<file path="config.mk">
export PLATFORM = sky130hd
export DESIGN_NAME = hdmi_island_scheduler
export DESIGN_NICKNAME = d
export VERILOG_FILES = /design/src/rtl/hdmi_pkg.sv /design/src/rtl/hdmi_pkt_arbiter.sv /design/src/rtl/hdmi_island_scheduler.sv
export SDC_FILE = /design/constraint.sdc
export NUM_CORES = 1
export LEC_CHECK = 0
export ABC_AREA = 1
export CELL_PAD_IN_SITES_DETAIL_PLACEMENT = 0
export CELL_PAD_IN_SITES_GLOBAL_PLACEMENT = 1
export CORE_AREA = 2 2 88 90
export CTS_CLUSTER_DIAMETER = 30
export CTS_CLUSTER_SIZE = 28
export DETAILED_ROUTE_END_ITERATION = 10
export DIE_AREA = 0 0 90 92
export GPL_ROUTABILITY_DRIVEN = 0
export MAX_ROUTING_LAYER = met4
export PLACE_DENSITY = 0.84
export RECOVER_POWER = 25
export SETUP_SLACK_MARGIN = 0.05
export SLEW_MARGIN = 20
export SYNTH_ARGS = -nofsm -noshare
export SYNTH_HDL_FRONTEND = slang
export SYNTH_HIERARCHICAL = 1
export SYNTH_SLANG_ARGS = --single-unit
</file>
<file path="constraint.sdc">
create_clock -name clk_pixel -period 3.75 [get_ports clk_pixel]
set_input_delay 0.75 -clock clk_pixel [delete_from_list [all_inputs] [get_ports clk_pixel]]
set_output_delay 0.75 -clock clk_pixel [all_outputs]
set_load 0.01 [all_outputs]
</file>
<file path="src/rtl/hdmi_pkg.sv">
// rtl/hdmi_pkg.sv - shared TMDS period encoding and island timing constants
package hdmi_pkg;

  typedef enum logic [2:0] {
    CTRL           = 3'd0,
    VIDEO_PREAMBLE = 3'd1,
    VIDEO_GUARD    = 3'd2,
    VIDEO          = 3'd3,
    DI_PREAMBLE    = 3'd4,
    DI_GUARD       = 3'd5,
    DI_PACKET      = 3'd6
  } mode_t;

  typedef enum logic [2:0] {
    ST_IDLE   = 3'd0,
    ST_PRE    = 3'd1,
    ST_LGUARD = 3'd2,
    ST_PKT    = 3'd3,
    ST_TGUARD = 3'd4
  } island_state_t;

  localparam int PREAMBLE_LEN = 8;
  localparam int GUARD_LEN    = 2;
  localparam int PACKET_LEN   = 32;
  localparam int CTRL_MIN     = 12;

endpackage

</file>
<file path="src/rtl/hdmi_pkt_arbiter.sv">
// rtl/hdmi_pkt_arbiter.sv - packet slot arbiter; HDMI_SCHED_RR_EN selects round-robin,
// otherwise fixed priority with lowest index winning.
module hdmi_pkt_arbiter #(
  parameter int NUM_SOURCES = 4,
  localparam int SW = (NUM_SOURCES > 1) ? $clog2(NUM_SOURCES) : 1
) (
`ifdef HDMI_SCHED_RR_EN
  input  logic                   clk_i,
  input  logic                   rst_ni,
  input  logic                   advance_i,
`endif
  input  logic [NUM_SOURCES-1:0] req_i,
  output logic [SW-1:0]          win_o
);

`ifdef HDMI_SCHED_RR_EN
  logic [SW-1:0] ptr_q, ptr_d;
  logic          found;
  int            idx;

  // ptr_q is the first index searched; it moves past each winner
  always_comb begin
    win_o = '0;
    found = 1'b0;
    idx   = 0;
    for (int i = 0; i < NUM_SOURCES; i++) begin
      idx = int'(ptr_q) + i;
      if (idx >= NUM_SOURCES) idx = idx - NUM_SOURCES;
      if (!found && req_i[SW'(idx)]) begin
        found = 1'b1;
        win_o = SW'(idx);
      end
    end
    ptr_d = (win_o == SW'(NUM_SOURCES - 1)) ? '0 : win_o + SW'(1);
  end

  always_ff @(posedge clk_i or negedge rst_ni) begin
    if (!rst_ni) ptr_q <= '0;
    else if (advance_i) ptr_q <= ptr_d;
  end
`else
  always_comb begin
    win_o = '0;
    for (int i = NUM_SOURCES - 1; i >= 0; i--) begin
      if (req_i[SW'(i)]) win_o = SW'(i);
    end
  end
`endif

endmodule

</file>
<file path="src/rtl/hdmi_island_scheduler.sv">
// rtl/hdmi_island_scheduler.sv - per-pixel TMDS period sequencer and data-island packet scheduler
// (arbitration policy set by HDMI_SCHED_RR_EN inside hdmi_pkt_arbiter).
module hdmi_island_scheduler
  import hdmi_pkg::*;
#(
  parameter int BIT_WIDTH   = 10,
  parameter int BIT_HEIGHT  = 10,
  parameter int NUM_SOURCES = 4,
  parameter int MAX_PACKETS = 18,
  parameter int ISLAND_X    = 10
) (
  input  logic                           clk_pixel,
  input  logic                           rst_n,
  input  logic [BIT_WIDTH-1:0]           cx,
  input  logic [BIT_HEIGHT-1:0]          cy,
  input  logic [BIT_WIDTH-1:0]           screen_start_x,
  input  logic [BIT_HEIGHT-1:0]          screen_start_y,
  input  logic [NUM_SOURCES-1:0]         pkt_req,
  output logic [NUM_SOURCES-1:0]         pkt_grant,
  output logic [$clog2(NUM_SOURCES)-1:0] pkt_sel,
  output logic [4:0]                     sub_count,
  output logic [2:0]                     mode
);

  localparam int SW       = $clog2(NUM_SOURCES);
  localparam int CW       = $clog2(MAX_PACKETS + 1);
  localparam int XW       = BIT_WIDTH + 1;
  localparam int OVERHEAD = PREAMBLE_LEN + 2 * GUARD_LEN + CTRL_MIN;

  island_state_t          state_q, state_d;
  logic [2:0]             cnt_q, cnt_d;
  logic [4:0]             sub_q, sub_d;
  logic [CW-1:0]          pkt_cnt_q, pkt_cnt_d;
  logic [CW-1:0]          budget_q, budget_d, budget_new;
  mode_t                  mode_q, mode_d;
  logic [NUM_SOURCES-1:0] grant_q, grant_d;
  logic [SW-1:0]          sel_q, sel_d, win;
  logic [XW-1:0]          cx_w, ssx_w, span;
  logic                   take, grant_fire;

  assign cx_w  = {1'b0, cx};
  assign ssx_w = {1'b0, screen_start_x};

  // Packets that fit between the island start and ssx while leaving CTRL_MIN control pixels
  always_comb begin
    span       = '0;
    budget_new = '0;
    if (ssx_w >= XW'(ISLAND_X + OVERHEAD + PACKET_LEN)) begin
      span       = (ssx_w - XW'(ISLAND_X + OVERHEAD)) >> $clog2(PACKET_LEN);
      budget_new = (span > XW'(MAX_PACKETS)) ? CW'(MAX_PACKETS) : CW'(span);
    end
    budget_d = (cx == '0) ? budget_new : budget_q;
  end

  // state_q describes the previous pixel; state_d is the period of the pixel on cx now
  always_comb begin
    state_d   = state_q;
    cnt_d     = '0;
    sub_d     = '0;
    pkt_cnt_d = pkt_cnt_q;
    take      = 1'b0;
    case (state_q)
      ST_IDLE: begin
        if (cx == BIT_WIDTH'(ISLAND_X) && budget_q != '0 && |pkt_req) state_d = ST_PRE;
      end
      ST_PRE: begin
        if (cnt_q == 3'(PREAMBLE_LEN - 1)) state_d = ST_LGUARD;
        else cnt_d = cnt_q + 3'd1;
      end
      ST_LGUARD: begin
        if (cnt_q == 3'(GUARD_LEN - 1)) begin
          state_d   = ST_PKT;
          take      = 1'b1;
          pkt_cnt_d = CW'(1);
        end else begin
          cnt_d = cnt_q + 3'd1;
        end
      end
      ST_PKT: begin
        if (sub_q == 5'(PACKET_LEN - 1)) begin
          if (pkt_cnt_q < budget_q && |pkt_req) begin
            take      = 1'b1;
            pkt_cnt_d = pkt_cnt_q + CW'(1);
          end else begin
            state_d = ST_TGUARD;
          end
        end else begin
          sub_d = sub_q + 5'd1;
        end
      end
      ST_TGUARD: begin
        if (cnt_q == 3'(GUARD_LEN - 1)) state_d = ST_IDLE;
        else cnt_d = cnt_q + 3'd1;
      end
      default: state_d = ST_IDLE;
    endcase
  end

  assign grant_fire = take & (|pkt_req);

  always_comb begin
    grant_d = '0;
    sel_d   = sel_q;
    if (grant_fire) begin
      grant_d[win] = 1'b1;
      sel_d        = win;
    end
  end

  always_comb begin
    mode_d = CTRL;
    case (state_d)
      ST_PRE:               mode_d = DI_PREAMBLE;
      ST_LGUARD, ST_TGUARD: mode_d = DI_GUARD;
      ST_PKT:               mode_d = DI_PACKET;
      default: begin
        if (cy >= screen_start_y) begin
          if (cx_w >= ssx_w)                                         mode_d = VIDEO;
          else if (cx_w + XW'(GUARD_LEN) >= ssx_w)                   mode_d = VIDEO_GUARD;
          else if (cx_w + XW'(PREAMBLE_LEN + GUARD_LEN) >= ssx_w)    mode_d = VIDEO_PREAMBLE;
        end
      end
    endcase
  end

  hdmi_pkt_arbiter #(.NUM_SOURCES(NUM_SOURCES)) u_arb (
`ifdef HDMI_SCHED_RR_EN
    .clk_i     (clk_pixel),
    .rst_ni    (rst_n),
    .advance_i (grant_fire),
`endif
    .req_i     (pkt_req),
    .win_o     (win)
  );

  always_ff @(posedge clk_pixel or negedge rst_n) begin
    if (!rst_n) begin
      state_q   <= ST_IDLE;
      cnt_q     <= '0;
      sub_q     <= '0;
      pkt_cnt_q <= '0;
      budget_q  <= '0;
      mode_q    <= CTRL;
      grant_q   <= '0;
      sel_q     <= '0;
    end else begin
      state_q   <= state_d;
      cnt_q     <= cnt_d;
      sub_q     <= sub_d;
      pkt_cnt_q <= pkt_cnt_d;
      budget_q  <= budget_d;
      mode_q    <= mode_d;
      grant_q   <= grant_d;
      sel_q     <= sel_d;
    end
  end

  assign pkt_grant = grant_q;
  assign pkt_sel   = sel_q;
  assign sub_count = sub_q;
  assign mode      = mode_q;

endmodule

</file>
==> run metrics, run 1 <==
syn_area_per_cell 7.54 sq um; Synth Register Bits 30; Worst-Skew Late Latency 280 ps; cts hold-fix bufs 0; Critical-path top delay cell clkdlybuf4s50_1; vias in the first global route 2537; Post-synth EDFFs 0; die area 8280 sq um; Synth top area share 0.255; WL final 6.66 mm; RSZ-0062 raised after global routing false; post-synthesis sequential area ratio 0.255; first-pass GRT wire length 11.2 mm; clock sink count 30; Die X 90 microns; Worst Tran Pin Value 1580 ps; Rows 32; crit-path max cell delay 630 ps; reg2reg setup slack 1930 ps; post-synth cell types 37; share of flip-flops with an asynchronous set or reset 1.00; initial antenna violation count 0; clock-pin slew on the worst setup and hold paths 60 ps; violated checks capacitance limit, slew limit; Final ANT Viol Nets 0; number of diodes 0; # DRC 0; area leader, netlist dfrtp_1; Synth area leaders dfrtp_1, ha_1, nand2_1; synthesized cell area 2950 sq um; Max Freq 0.334 GHz; CTS max path bufs 2; Mapped Cells 391; relative slew slack -0.0531; Setup Skew 3.86 ps; final slew viol count 31; CTS tree done; Required @ worst endpoint 3920 ps; Area growth syn-to-layout 27.7%; crit path max fanout 7; DRT iter0 DRCs 118; Worst setup SP type input port; leakage 1.89 nW; max cap viols 1; Min-Delay Path Class reg -> reg; setup TNS 0 ps; vias per cell 4.79; final instance area 3770 sq um; Post-CTS Setup Inserts 0; clock period minus worst slack 2990 ps; CTS Root Cell clkbuf_8; via count 2680; post-CTS sizing 0; syn nets 485; global route total overflow 0; Post-DP Area 3670 sq um; Post-synth top cells nand2_1, inv_1, ha_1, nor2_1, dfrtp_1; WHS 478 ps; final net count 551; Critical Path Sink Type flip-flop; chip height 92 microns; TritonCTS Buffers 5; Initial Utilization 0.396; IO Pins 60; fraction of layout cells with a size suffix above 1 0.103; drt wl/cell 11.9 microns; Hold Fails Final Rpt 0; critical-path cell list clkdlybuf4s50_1 > ha_1 > nand2_1 > nor2_1 > xor2_1 > ha_1 > nand2_1 > nor2_1 > nand3_1 > nor3_1 > nor2_2 > nand2_1 > nand2_1 > nand2_1 > nand2_1; Final Setup Violations 0; status finished with violations; CORE AREA 7450 sq um; DP Wirelength 5.74 mm; largest net degree at the start of global routing 31; CTS H-tree lvls 2; peak supply drop 0.106 mV; gr usage total 0.169; Final Cycle Share 0.799; Pwr Density 238 nW/um^2; Crit path top cell by count nand2_1; Ys Warns 6; port bufs 59; Fill cells 762; count leader, synth nand2_1; DRT Pass-1 Iters 4; ys flop type dfrtp_1; CP Class in -> reg; post-layout util 0.506; Arr. time, crit path 3160 ps
==> logic make-up after synthesis <==
group,after synthesis,synth area share
compound gates,47,0.0984
buf+inv,68,0.0878
simple gates,181,0.307
xor+xnor,16,0.0475
flops,30,0.255
fa+ha+maj,48,0.204
other cells,1,0.00127
==> routing by layer <==
metal	track usage	vias to the layer above	wire length, microns
met2	0.296	49	3360
met1	0.201	1211	3000
met4	0.0551	0	138
met5	-	-	0
met3	0.0230	13	169
li1	-	1407	-
==> power by group <==
part | internal [mW] | leakage (nW) | switching (mW)
clock | 0.185 | 0.0575 | 0.119
sequential | 0.332 | 0.392 | 0.00377
combinational | 0.118 | 1.44 | 0.139
total | 0.635 | 1.89 | 0.262
==> path summary, 6_finish.rpt <==
check	start	to	depth (start not counted)
worst max-delay path	cx[1]	mode[0]	15
worst min-delay path	pkt_sel[1]	pkt_sel[1]	2
worst max register to register	pkt_cnt_q[2]	mode[1]	11
max in group asynchronous	rst_n	state_q[1]	2
min in group asynchronous	rst_n	pkt_grant[0]	2
worst min register to register	pkt_sel[1]	pkt_sel[1]	2
==> area by class of cell <==
type                            instances  area [sq um]  share of cell area
Sequential cell                        30           751               0.199
Timing Repair Buffer                   60           594               0.158
Clock buffer                            8           110              0.0292
Multi-Input combinational cell        293          1930               0.513
Inverter                               67           251              0.0668
Tap cell                              102           128              0.0339
==> critical path, delay by kind of cell <==
kind	cells	cell delay [ps]
simple gates	11	1150
buf+inv	1	630
fa+ha+maj	2	520
xor+xnor	1	110
==> flip-flops by register name, summed over array words and instances (netlist names) <==
register	cells
budget_q	5
pkt_cnt_q	5
sub_count	5
pkt_grant	4
cnt_q	3
mode	3
state_q	3
pkt_sel	2
==> stage by stage <==
stage / cells / power, mW / setup slack, ps
finish: 560 / 0.896 / 755
floorplan: 391 / 0.489 / 1400
global route: 560 / 0.954 / 485
detailed placement: 552 / 0.602 / 497
CTS: 560 / 0.906 / 789
global placement: 552 / 0.597 / 578
==> layout by cell type (no fill, tap or decap), types with 8 or more instances in the layout <==
master	synthesis	layout
nand2_1	72	72
inv_1	59	59
clkdlybuf4s50_1	0	58
ha_1	48	48
nor2_1	43	44
dfrtp_1	30	30
a21oi_1	20	20
nand3_1	17	17
xor2_1	16	16
nor3_1	10	10
o21ai_0	9	9
inv_2	8	8
clkbuf_8	0	8
Note: power is estimated with default switching activity, not from simulation.
==> inputs of run 2 (changes only) <==
Settings changed: CORE_AREA 2 2 88 90 to 2 2 92 94, DIE_AREA 0 0 90 92 to 0 0 94 96, PLACE_DENSITY 0.84 to 0.77.
Clock period 3.75 ns to 2.9 ns, I/O delays scaled along.
==> run metrics, run 2 (synthesis gave the netlist of run 1 again) <==
status finished with violations; violated checks capacitance limit, slew limit; Min-Delay Path Class reg -> reg; CTS Root Cell clkbuf_8; Worst Tran Pin Value 1580 ps; # DRC 0; CORE AREA 8050 sq um; max cap viols 1; global route total overflow 0; Required @ worst endpoint 3080 ps; gr usage total 0.168; TritonCTS Buffers 5; Hold Fails Final Rpt 0; Reg-to-Reg Start sub_count[0]; first-pass GRT wire length 11.8 mm; vias per cell 4.74; DP Wirelength 6.01 mm; hold path cells 2; Crit path top cell by count nand2_1; crit-path max cell delay 480 ps; Post-CTS Setup Inserts 0; WL final 6.86 mm; largest net degree at the start of global routing 31; cts hold-fix bufs 0; initial antenna violation count 0; Final Cycle Share 0.879; clock-pin slew on the worst setup and hold paths 70 ps; die area 9020 sq um; peak supply drop 0.163 mV; clock period minus worst slack 2550 ps; relative slew slack -0.0530; CP Class in -> reg; crit path max fanout 5; final slew viol count 31; number of diodes 0; DRT iter0 DRCs 75; DRT Pass-1 Iters 5; Die X 94 microns; Initial Utilization 0.366; Max Freq 0.392 GHz; Final Setup Violations 0; via count 2723; port bufs 59; total power 1.13 mW; R2R depth 12; Worst-Skew Late Latency 280 ps; chip height 96 microns; CTS tree done; slack of the critical path 350 ps; Area growth syn-to-layout 30.5%; IO Pins 60; hold path endpoint budget_q[0]; CTS max path bufs 2; Setup WS pre-CTS -18.5 ps; worst flop-to-flop path endpoint mode[1]; Setup Skew 6.57 ps; drt wl/cell 11.9 microns; final net count 563; post-layout util 0.478; clock sink count 30; vias in the first global route 2733; Rows 33; Pwr Density 295 nW/um^2; RSZ-0062 raised after global routing false; leakage 1.94 nW; Arr. time, crit path 2730 ps; critical-path cell list clkdlybuf4s50_1 > buf_4 > nand3_2 > nor3_1 > xor2_1 > ha_1 > a21oi_1 > o211ai_1 > nor2_1 > nand2_1 > nor2_2 > nand2_1 > nand2_1 > nand2_1; CTS H-tree lvls 2; Critical Path Sink Type flip-flop; most common cell after layout, fill and taps aside nand2_1; fraction of layout cells with a size suffix above 1 0.128; Critical-path top delay cell clkdlybuf4s50_1; most frequent cells in the layout nand2_1, inv_1, clkdlybuf4s50_1; worst hold start budget_q[0]; Final ANT Viol Nets 0; reg2reg setup slack 1080 ps; Worst setup SP type input port
-- run 2: how the worst max path moves through the flow --
| stage | slack (ps) | cells after the start | end | start |
|---|---|---|---|---|
| floorplan | 720 | 17 | mode[0] | cx[1] |
| CTS | 290 | 16 | mode[0] | cx[1] |
| global placement | 10 | 15 | mode[1] | cx[1] |
| global route | 120 | 15 | mode[0] | cx[3] |
| finish | 350 | 14 | mode[1] | cx[2] |
| detailed placement | -20 | 16 | mode[0] | cx[2] |
-- run 2: repair_timing --
item,in CTS,in global routing
endpoints found under the setup margin,0,1
gates resized for setup,0,1
endpoints found under the hold margin,0,0
-- run 2: through the flow --
| step | std cells | hold slack, ps | TNS [ps] | area [sq um] |
|---|---|---|---|---|
| after floorplan | 391 | 284 | 0 | 2950 |
| after global placement | 567 | 470 | 0 | 3760 |
| after detailed placement | 567 | 477 | -18.5 | 3760 |
| after CTS | 575 | 493 | 0 | 3860 |
| after global routing | 575 | 524 | 0 | 3850 |
| final | 575 | 486 | 0 | 3850 |
-- run 2: critical path: cells and delay by family --
family	cells	cell delay, ps
AOI/OAI and AO/OA	2	240
buffers and inverters	2	620
and+or+nand+nor	8	800
xor gates and xnor gates	1	190
adders and majority gates	1	280
-- run 2: where the power goes --
group          switching [mW]  internal [mW]
combinational           0.186          0.165
sequential            0.00472          0.429
clock                   0.159          0.190
-- run 2: area by class of cell --
type,instances,area [sq um]
well taps,105,131
repair buffers,72,684
flip-flops and latches,30,751
clock buffers,6,82.6
inverters,67,251
fillers,827,4200
clock inverters,2,12.5
multi-input cells,293,1930
-- run 2: metal layers --
| layer | GRT usage | part of all wire |
|---|---|---|
| met1 | 0.206 | 0.46 |
| met2 | 0.296 | 0.49 |
| met3 | 0.0196 | 0.031 |
| met4 | 0.0374 | 0.016 |
| met5 | - | 0 |
==> inputs of run 3 (changes only) <==
Settings changed: ABC_AREA 1 to default, CORE_AREA 2 2 92 94 to 2 2 88 90, DIE_AREA 0 0 94 96 to 0 0 90 92, PLACE_DENSITY 0.77 to 0.78.
==> run metrics, run 3 <==
status finished with violations; violated checks capacitance limit, slew limit; die area 8280 sq um; relative slew slack -0.0556; Final Cycle Share 0.929; most common cell after layout, fill and taps aside clkdlybuf4s50_1; post-synthesis adder-cell area fraction 0.217; CTS tree done; Post-synth EDFFs 0; Post-DP Area 3590 sq um; Int Pwr 0.782 mW; largest family of logic cells by synthesized area adder cells; Clock power frac 0.324; total power 1.10 mW; final instance area 3690 sq um; post-synth cell types 54; fraction of layout cells with a size suffix above 1 0.0960; Critical-path top delay cell clkdlybuf4s50_1; Final Setup Violations 0; syn_area_per_cell 8.69 sq um; clock sink count 30; DP Wirelength 5.36 mm; Worst-Skew Late Latency 290 ps; clock-pin slew on the worst setup and hold paths 70 ps; Final ANT Viol Nets 0; count leader, synth ha_1; combinational power share 0.282; setup TNS 0 ps; TritonCTS Buffers 5; largest net degree at the start of global routing 31; Required @ worst endpoint 3070 ps; drt wl/cell 12.8 microns; reg2reg setup slack 720 ps; Initial Utilization 0.372; Sw Ratio 0.286; Seq pwr share 0.395; crit path max fanout 3; vias per cell 4.99; XOR/XNOR Fraction of Synth Area 0.0632; initial antenna violation count 0; CP Class in -> reg; leakage 1.74 nW; Max Freq 0.371 GHz; final net count 489; share of flip-flops with an asynchronous set or reset 1.00; final slew viol count 31; Arr. time, crit path 2870 ps; syn nets 413; max cap viols 1; Post-synth top cells ha_1, inv_1, dfrtp_1, nand2_1, nor2_1; Ys Warns 6; Setup Skew 10.6 ps; DRT iter0 DRCs 66; clock period minus worst slack 2690 ps; global route total overflow 0; Critical Path Sink Type flip-flop; vias in the first global route 2472; post-synthesis sequential area ratio 0.271; port bufs 59; via count 2486; ys flop type dfrtp_1; post-synthesis mux area share 0.00722; Worst setup SP type input port; simple-gate share of the synthesized area 0.208; crit path buf inv count 1; IO Pins 60; Area growth syn-to-layout 33.1%; gr usage total 0.165; first-pass GRT wire length 11.0 mm; CTS H-tree lvls 2; delay-heaviest family, CP compound AO/OA/AOI/OAI gates; Synth Register Bits 30; RSZ-0062 raised after global routing false; peak supply drop 0.148 mV; cts hold-fix bufs 0; synthesized cell area 2770 sq um; CTS max path bufs 2; Mapped Cells 319; Rows 32; switching power of the nets 0.313 mW; number of diodes 0; area leader, netlist dfrtp_1; chip height 92 microns; Synth area leaders dfrtp_1, ha_1, inv_1; post-layout util 0.495; CORE AREA 7450 sq um; DRT Pass-1 Iters 4; WL final 6.36 mm; CTS Root Cell clkbuf_8; Pwr Density 297 nW/um^2; Hold Fails Final Rpt 0; crit-path max cell delay 470 ps; Die X 90 microns; # DRC 0; critical-path cell list clkdlybuf4s50_1 > and3_1 > nand3_1 > nor2_1 > xor2_1 > ha_1 > a21o_1 > a21oi_1 > o21ai_0 > a41oi_1 > nand2_1 > a32o_1; Worst Tran Pin Value 1580 ps; post-synthesis compound-gate area fraction 0.173; most frequent cells in the layout clkdlybuf4s50_1, ha_1, inv_1; Min-Delay Path Class reg -> reg; Synth top area share 0.271
==> run 3: changes by cell type in the layout (fill, tap and decap cells not counted), moves of 7 or more <==
cell,delta
nand2_1,-49
xor2_1,-8
nor2_1,-26
inv_2,-8
inv_1,-25
a21o_1,+7
xnor2_1,+12
nand2b_1,+7
a21oi_1,-8
==> run 3: final cells by class <==
class	instances	area (sq um)
inverter	34	128
timing repair buffer	78	729
sequential	30	751
clock buffer	6	82.6
tap	102	128
fill	729	3760
multi-input combinational	246	1860
clock inverter	2	12.5
==> run 3: worst register-to-register path, delay by kind of cell (launching register included) <==
kind,cells,cell delay [ps]
AO/OA/AOI/OAI,2,400
adder cells (fa/ha/maj),2,540
buffers and inverters,1,140
flip-flops,1,400
AND/OR/NAND/NOR,3,600
==> run 3: repair_timing <==
action / 4_1_cts / 5_1_grt
endpoints found under the setup margin: 0 / 2
setup buffers: 0 / 0
gates resized for setup: 0 / 1
==> run 3: final timing paths <==
path,start,end,depth (start not counted)
max,cx[5],mode[1],12
min,pkt_sel[1],pkt_sel[1],2
max reg2reg,sub_count[0],mode[1],8
min reg2reg,pkt_sel[1],pkt_sel[1],2
max in group asynchronous,rst_n,cnt_q[2],2
min in group asynchronous,rst_n,budget_q[0],2
==> run 3: power groups by stage <==
stage / Sequential, mW / Combinational (mW) / Clock (mW)
floorplan: 0.442 / 0.159 / 0
global placement: 0.440 / 0.303 / 0
detailed placement: 0.440 / 0.311 / 0
CTS: 0.432 / 0.312 / 0.367
global route: 0.433 / 0.347 / 0.382
finish: 0.432 / 0.309 / 0.355
==> run 3: per-stage QoR <==
step	hold WS (ps)	cells	setup slack, ps
detailed placement	472	490	-97.0
global placement	465	490	-48.2
global route	521	498	80.3
finish	483	498	207
CTS	487	498	201
floorplan	284	319	332
==> run 3: logic make-up after synthesis <==
kind of cell | count (synthesis)
AOI/OAI and AO/OA | 68
xor gates and xnor gates | 20
adders and majority gates | 48
buffers and inverters | 43
DFF | 30
muxes | 2
other | 1
and+or+nand+nor | 107
==> run 3: per-layer routing <==
metal | up-vias | GRT usage | share of wire
li1 | 1280 | - | -
met1 | 1151 | 0.196 | 0.45
met2 | 47 | 0.288 | 0.50
met3 | 8 | 0.0271 | 0.033
met4 | 0 | 0.0487 | 0.011
met5 | - | - | 0
